### config.mk
export PLATFORM = sky130hd
export DESIGN_NAME = div_arbiter
export DESIGN_NICKNAME = d
export VERILOG_FILES = /design/src/rtl/div_arbiter.sv
export SDC_FILE = /design/constraint.sdc
export NUM_CORES = 1
export LEC_CHECK = 0
export ABC_AREA = 1
export CORE_MARGIN = 2
export CORE_UTILIZATION = 44
export CTS_CLUSTER_SIZE = 24
export DETAILED_ROUTE_END_ITERATION = 10
export PLACE_DENSITY_LB_ADDON = 0.12
export SLEW_MARGIN = 5
export SYNTH_ARGS = -nofsm -noshare
export SYNTH_HDL_FRONTEND = slang
export SYNTH_SLANG_ARGS = --single-unit
### constraint.sdc
create_clock -name clk -period 2.2 [get_ports clk]
set_clock_uncertainty 0.05 [all_clocks]
set_input_delay 0.66 -clock clk [delete_from_list [all_inputs] [get_ports clk]]
set_output_delay 0.66 -clock clk [all_outputs]
set_load 0.1 [all_outputs]
### src/rtl/div_arbiter.sv
// rtl/div_arbiter.sv - two-port round-robin front end for a shared divider with bypass and result cache
module div_arbiter #(
  parameter int TAG_W = 3
) (
  input  logic             clk,
  input  logic             clr,
  // requester 0
  input  logic             req0_valid,
  output logic             req0_ready,
  input  logic [1:0]       req0_func3,
  input  logic [31:0]      req0_rs1,
  input  logic [31:0]      req0_rs2,
  input  logic [TAG_W-1:0] req0_tag,
  // requester 1
  input  logic             req1_valid,
  output logic             req1_ready,
  input  logic [1:0]       req1_func3,
  input  logic [31:0]      req1_rs1,
  input  logic [31:0]      req1_rs2,
  input  logic [TAG_W-1:0] req1_tag,
  // response
  output logic             resp_valid,
  input  logic             resp_ready,
  output logic             resp_port,
  output logic [TAG_W-1:0] resp_tag,
  output logic [31:0]      resp_rd,
  // shared divider
  output logic             div_go,
  output logic [1:0]       div_func3,
  output logic [31:0]      div_rs1,
  output logic [31:0]      div_rs2,
  input  logic             div_done,
  input  logic [31:0]      div_rd
);

  localparam logic [31:0] MIN_INT  = 32'h8000_0000;
  localparam logic [31:0] ALL_ONES = 32'hFFFF_FFFF;

  typedef enum logic [1:0] {
    IDLE  = 2'd0,
    ISSUE = 2'd1,
    WAIT  = 2'd2,
    RESP  = 2'd3
  } state_t;

  state_t r_state;
  state_t w_next;

  // r_decode marks the IDLE cycle right after acceptance, in which the
  // latched operands are classified (bypass or divider) and no new
  // request may be taken.
  logic             r_decode;
  // Port that wins when both requesters are valid.
  logic             r_prio;

  // Operation in flight.
  logic [1:0]       r_op_func3;
  logic [31:0]      r_op_rs1;
  logic [31:0]      r_op_rs2;
  logic [TAG_W-1:0] r_op_tag;
  logic             r_op_port;
  logic [31:0]      r_resp_rd;

  // Last divider-computed operation and its result.
  logic             r_cache_valid;
  logic [1:0]       r_cache_func3;
  logic [31:0]      r_cache_rs1;
  logic [31:0]      r_cache_rs2;
  logic [31:0]      r_cache_rd;

  logic             w_any;
  logic             w_grant;
  logic             w_accept;
  logic             w_div0;
  logic             w_ovf;
  logic             w_hit;
  logic             w_bypass;
  logic [31:0]      w_bypass_rd;
  logic             w_capture;

  // Round-robin grant and acceptance of a new request.
  always_comb begin
    w_any    = req0_valid | req1_valid;
    w_grant  = 1'b0;
    if (req0_valid && req1_valid) begin
      w_grant = r_prio;
    end else begin
      w_grant = req1_valid;
    end
    w_accept = !clr && (r_state == IDLE) && !r_decode && w_any;
  end

  // Classify the latched operation: divide by zero, signed overflow or cache hit.
  always_comb begin
    w_div0      = (r_op_rs2 == 32'd0);
    w_ovf       = !r_op_func3[0] && (r_op_rs1 == MIN_INT) && (r_op_rs2 == ALL_ONES);
    w_hit       = r_cache_valid && (r_cache_func3 == r_op_func3) &&
                  (r_cache_rs1 == r_op_rs1) && (r_cache_rs2 == r_op_rs2);
    w_bypass    = w_div0 | w_ovf | w_hit;
    w_bypass_rd = r_cache_rd;
    if (w_div0) begin
      w_bypass_rd = r_op_func3[1] ? r_op_rs1 : ALL_ONES;
    end else if (w_ovf) begin
      w_bypass_rd = r_op_func3[1] ? 32'd0 : MIN_INT;
    end
    w_capture   = (r_state == WAIT) && div_done;
  end

  // State register.
  always_ff @(posedge clk) begin
    if (clr) begin
      r_state <= IDLE;
    end else begin
      r_state <= w_next;
    end
  end

  // Next-state logic; div_done only matters while waiting on the divider.
  always_comb begin
    w_next = r_state;
    case (r_state)
      IDLE: begin
        if (r_decode) begin
          w_next = w_bypass ? RESP : ISSUE;
        end
      end
      ISSUE: begin
        w_next = WAIT;
      end
      WAIT: begin
        if (div_done) begin
          w_next = RESP;
        end
      end
      RESP: begin
        if (resp_ready) begin
          w_next = IDLE;
        end
      end
      default: begin
        w_next = IDLE;
      end
    endcase
  end

  // Outputs; everything is forced to zero while clr is held.
  always_comb begin
    req0_ready = 1'b0;
    req1_ready = 1'b0;
    div_go     = 1'b0;
    resp_valid = 1'b0;
    resp_port  = 1'b0;
    resp_tag   = '0;
    resp_rd    = 32'd0;
    div_func3  = 2'd0;
    div_rs1    = 32'd0;
    div_rs2    = 32'd0;
    if (!clr) begin
      req0_ready = w_accept && !w_grant;
      req1_ready = w_accept && w_grant;
      div_go     = (r_state == ISSUE);
      resp_valid = (r_state == RESP);
      resp_port  = r_op_port;
      resp_tag   = r_op_tag;
      resp_rd    = r_resp_rd;
      div_func3  = r_op_func3;
      div_rs1    = r_op_rs1;
      div_rs2    = r_op_rs2;
    end
  end

  // Operand latch, result capture, cache and round-robin pointer.
  always_ff @(posedge clk) begin
    if (clr) begin
      r_decode      <= 1'b0;
      r_prio        <= 1'b0;
      r_op_func3    <= 2'd0;
      r_op_rs1      <= 32'd0;
      r_op_rs2      <= 32'd0;
      r_op_tag      <= '0;
      r_op_port     <= 1'b0;
      r_resp_rd     <= 32'd0;
      r_cache_valid <= 1'b0;
      r_cache_func3 <= 2'd0;
      r_cache_rs1   <= 32'd0;
      r_cache_rs2   <= 32'd0;
      r_cache_rd    <= 32'd0;
    end else begin
      r_decode <= w_accept;
      if (w_accept) begin
        r_prio    <= ~w_grant;
        r_op_port <= w_grant;
        if (w_grant) begin
          r_op_func3 <= req1_func3;
          r_op_rs1   <= req1_rs1;
          r_op_rs2   <= req1_rs2;
          r_op_tag   <= req1_tag;
        end else begin
          r_op_func3 <= req0_func3;
          r_op_rs1   <= req0_rs1;
          r_op_rs2   <= req0_rs2;
          r_op_tag   <= req0_tag;
        end
      end
      if (r_decode && (r_state == IDLE) && w_bypass) begin
        r_resp_rd <= w_bypass_rd;
      end
      if (w_capture) begin
        r_resp_rd     <= div_rd;
        r_cache_valid <= 1'b1;
        r_cache_func3 <= r_op_func3;
        r_cache_rs1   <= r_op_rs1;
        r_cache_rs2   <= r_op_rs2;
        r_cache_rd    <= div_rd;
      end
    end
  end

endmodule

== After elaboration in Yosys (flattened, before gate mapping) ==
Cells that the tools add are included.

* Bits in registers: 205
* Logic and storage cells: 77
* Input bits: 176

* Equal/unequal tests: 11
* Reductions and logical operators: 22
* Bitwise gates (word level): 4
* Multiplexer cells: 26

{| class="wikitable"
|+ Operators by type and width
! cell !! number
|-
| two-way mux 32 bit || 11
|-
| equality test 32 bit || 2
|-
| equality test 32 bit (second input constant) || 2
|-
| logical NOT 32 bit || 1
|-
| logical AND 1 bit || 14
|-
| two-way mux 2 bit || 6
|-
| case mux 2 bit (4 select lines) || 1
|-
| two-way mux 1 bit || 6
|-
| two-way mux 3 bit || 2
|-
| != test 2 bit (second input constant) || 3
|-
| equality test 2 bit (second input constant) || 2
|-
| logical NOT 1 bit || 4
|-
| OR 1 bit || 3
|-
| AND reduction 3 bit || 1
|-
| equality test 2 x 1 -> 1 bit (second input constant) || 1
|-
| equality test 2 bit || 1
|-
| logical NOT 2 bit || 1
|-
| nonzero test 2 bit || 1
|-
| inverter 1 bit || 1
|}

== Longest topological paths before layout ==
* Word-level depth: 8
* Depth in mapped cells: 16
* Depth with buffers taken out: 15

== Worst setup path after synthesis ==
No wires, ideal clock.

* Kind: input -> output
* From: in clr
* To: out resp_rd[23]
* Path buffers: 3
* Data required time: 1.490 ns
* Stages: 4
* Arrival time: 2.534 ns
* Path slack: -1.044 ns
* Cell sequence: clkbuf_1 clkbuf_1 buf_1 nor2_1

* Word-level cells in the longest chain between the ends: 1

{| class="wikitable"
|+ Ends and longest elaborated chain
! item !! line !! RTL
|-
| from (decl) || 6 || <nowiki>input logic clr,</nowiki>
|-
| two-way mux 32 bit || 158 || <nowiki>if (!clr) begin</nowiki>
|-
| to (decl) || 26 || <nowiki>output logic [31:0] resp_rd,</nowiki>
|}

No other way between the ends.

== Final worst setup path ==
* From: reg r_state[0]
* To: out req1_ready

* Word-level cells in the longest chain between the ends: 6

{| class="wikitable"
|+ Ends and longest elaborated chain
! item !! line !! RTL
|-
| from (decl) || 46 || <nowiki>state_t r_state;</nowiki>
|-
| from (signal assigned) || 114 || <nowiki>r_state <= w_next;</nowiki>
|-
| logical NOT 2 bit || 90 || <nowiki>w_accept = !clr && (r_state == IDLE) && !r_decode && w_any;</nowiki>
|-
| logical AND 1 bit (3 in a row) || 90 ||
|-
| logical AND 1 bit || 160 || <nowiki>req1_ready = w_accept && w_grant;</nowiki>
|-
| two-way mux 1 bit || 158 ||
|-
| to (decl) || 16 || <nowiki>output logic req1_ready,</nowiki>
|}

No other way between the ends.

==> impl_metrics.ini <==
[setup_path]
required_ns = 1.49
arrival_ns = 1.87
crit_slowest_cell = dfxtp_2
crit_chain = inv_2, ha_4, inv_2, nor2_4, buf_6, o21ai_4, nor2_4, inv_2, nor2_4, buf_12
start_kind = register
path_class = register to primary output
crit_path_end_kind = primary output
ff2ff_setup_slack_ns = 0.09
cp_top_family = buffers and inverters
rr_worst_depth = 14
crit_path_max_incr_delay_ns = 0.33
crit_buf_inv = 5
critPathMaxFanout = 4
reg2reg_to = r_resp_rd[25]
r2r_start = r_op_rs1[7]
crit_cells = 10

[drt]
drt_wl_total_um = 36100
drt_iter0_drc = 741
antenna_left = 0
vias = 11600
wl_met2_um = 17500
avgViaCountPerCell = 5.05
wl_per_cell_um = 15.6
highest_layer = met4
wl_met3_um = 2630
firstDrtPassIters = 5
wl_met1_um = 15200
drc = 0

[clock_network]
worstSkewPairLatency_ns = 0.51
clockBufferDepth = 3
h-tree-depth = 1
numClockSinks = 205
cts_hold_buf = 0
clk_pin_slew_worst_paths_ns = 0.06
cts_tree = built
cts-buffers-inserted = 23
cts-root-buf = clkbuf_16

[sta]
period_share_pct = 117
setup_slack_ns = -0.385
rsz0062_at_grt = yes
fin_setup_tns_ns = -0.771
setup_viol = 4
max_slew.worst_pin.slew_ns = 0.523
final-hold-violation-count = 0
fmax_mhz = 387
slew_violations = 0
relSlewSlack_pct = 65.1
fin_crit_ns = 2.58
holdWs_ns = 0.417

[outcome]
failed_checks = setup timing
status = finished with violations

[floorplan]
dieArea_um2 = 25000
ioPinCount = 282
num_rows = 56
core-area_um2 = 23400
floorplan.initialDensity_pct = 44.6
die_h_um = 158
dieWidth_um = 158

[pwr]
powerDensity_nw_per_um2 = 1040
ir_drop_mv = 0.883
leakagePower_uw = 0.00685

[cells_and_area]
drive_gt1_share_pct = 21.5
seq_area_um2 = 4140
nFillCells = 1864
syn_to_final_growth_pct = 62.5
multiInputGateArea_um2 = 5800
nets = 2153

[synthesis]
avgSynthCellArea_um2 = 6.32
post-synth-top-area-cell = dfxtp_1
yosysUniqueCellTypes = 33
ys_ff_latch = 205
yosysTopAreaCellShare_pct = 39.3
synth_ff_type = dfxtp_1
synth_edf_count = 0
synthArstFlopShare_pct = 0
synthesis.nets = 1832
synthTopCellsByArea = dfxtp_1, nand2_1, nor2_1
yosysSeqAreaShare_pct = 39.3
syn_inst = 1651
yosys-top-cells-count = nand2_1, nor2_1, dfxtp_1
synth.most_common_cell = nand2_1
syn_area_um2 = 10400
yosys_warnings = 0

[global_route]
antenna_found_initial = 1
grt_overflow = 0
grt_max_degree = 99
track_usage_pct = 27.9
grt_pass1_vias = 11000
grt_pass1_wl_um = 55800

[run]
max_cap_violations = 0

[placed_design]
io_buffers = 281
dp.final_hpwl_um = 26300
gp_congestion = 0.867

[worst_hold_path]
hold_class = register to register
hold_depth = 2
min_to = r_cache_rs2[9]
worstHoldStart = r_cache_rs2[9]
[cells in the final DEF (no fill, tap or decap), types with 61 or more instances in the layout]
master,instances
a21oi_1,117
buf_12,124
buf_4,76
clkdlybuf4s50_1,174
dfxtp_1,178
inv_1,172
nand2_1,486
nor2_1,188
nor2_4,61
o21ai_0,94
[registers in the layout, summed over array words and instances (netlist names)]
register / flops
r_op_func3: 2
r_cache_valid: 1
r_op_rs1: 32
r_state: 2
r_decode: 1
r_op_rs2: 32
r_cache_func3: 2
r_cache_rd: 32
r_op_tag: 3
r_resp_rd: 32
r_op_port: 1
r_prio: 1
r_cache_rs1: 32
r_cache_rs2: 32
[worst reg2reg max path, stage by stage, from the launching register on]
cell and delay (ns):
dfxtp_1 0.42, inv_1 0.11, nand2_1 0.07, nand2_1 0.05, nor2_1 0.11, nand2_1 0.07, nor2_1 0.09, nand2_1 0.08
nor2_2 0.17, nand3_2 0.16, nand2_4 0.13, nand2_8 0.11, buf_4 0.18, a21oi_1 0.12, nor2_1 0.06
[what timing repair did]
action,CTS,global route
buffers inserted,4,4
pin swaps,6,18
setup endpoints to repair,31,82
cloned,0,5
resized for setup,44,63
[through the flow]
| stage | util (%) | total power (uW) | cell area (um2) | setup WS, ns | std cells |
|---|---|---|---|---|---|
| 3_5_place_dp | 67.0 | 13200 | 15700 | -0.369 | 2254 |
| 6_report | 72.5 | 17700 | 17000 | -0.385 | 2306 |
| 2_1_floorplan | - | 10200 | 11000 | -0.930 | 1651 |
| 4_1_cts | 71.1 | 17400 | 16600 | -0.484 | 2296 |
| 3_3_place_gp | 67.0 | 13000 | 15700 | -0.358 | 2254 |
| 5_1_grt | 72.5 | 18700 | 17000 | -0.473 | 2306 |
[cells by family (layout without fill, tap and decap cells)]
logic type      Yosys count  in the layout  synth area share [%]
buf+inv                 298            632                  11.3
simple gates            824            825                  31.2
xor+xnor                 10             10                 0.839
compound gates          309            309                  16.7
other cells               0              1                     0
flops                   205            205                  39.3
fa+ha+maj                 5              5                 0.599
[where the power goes]
part	switching, uW	total (uW)	internal, uW
clock	1540	4080	2540
sequential	495	4960	4470
combinational	5330	8650	3320
[worst max path at each step]
| stage | slack (ns) | endpoint | from |
|---|---|---|---|
| 6_report | -0.38 | req1_ready | r_state[0] |
| 4_1_cts | -0.48 | req1_ready | r_state[1] |
| 3_3_place_gp | -0.36 | req1_ready | req1_valid |
| 5_1_grt | -0.47 | req1_ready | r_state[0] |
| 3_5_place_dp | -0.37 | req1_ready | req1_valid |
| 2_1_floorplan | -0.93 | div_rs1[19] | clr |
[final cells by class]
class	instances	area share, %
multi-input combinational	1149	34.2
timing repair buffer	389	29.7
clock inverter	9	0.870
tap	319	2.35
antenna	1	0.0148
sequential	205	24.4
clock buffer	30	3.84
inverter	204	4.57
[per-layer routing]
metal | vias up | track usage [%]
met5 | - | 0
li1 | 5846 | -
met3 | 57 | 4.71
met1 | 5328 | 36.5
met4 | 0 | 6.99
met2 | 414 | 47.7
(Power assumes the default switching activity.)
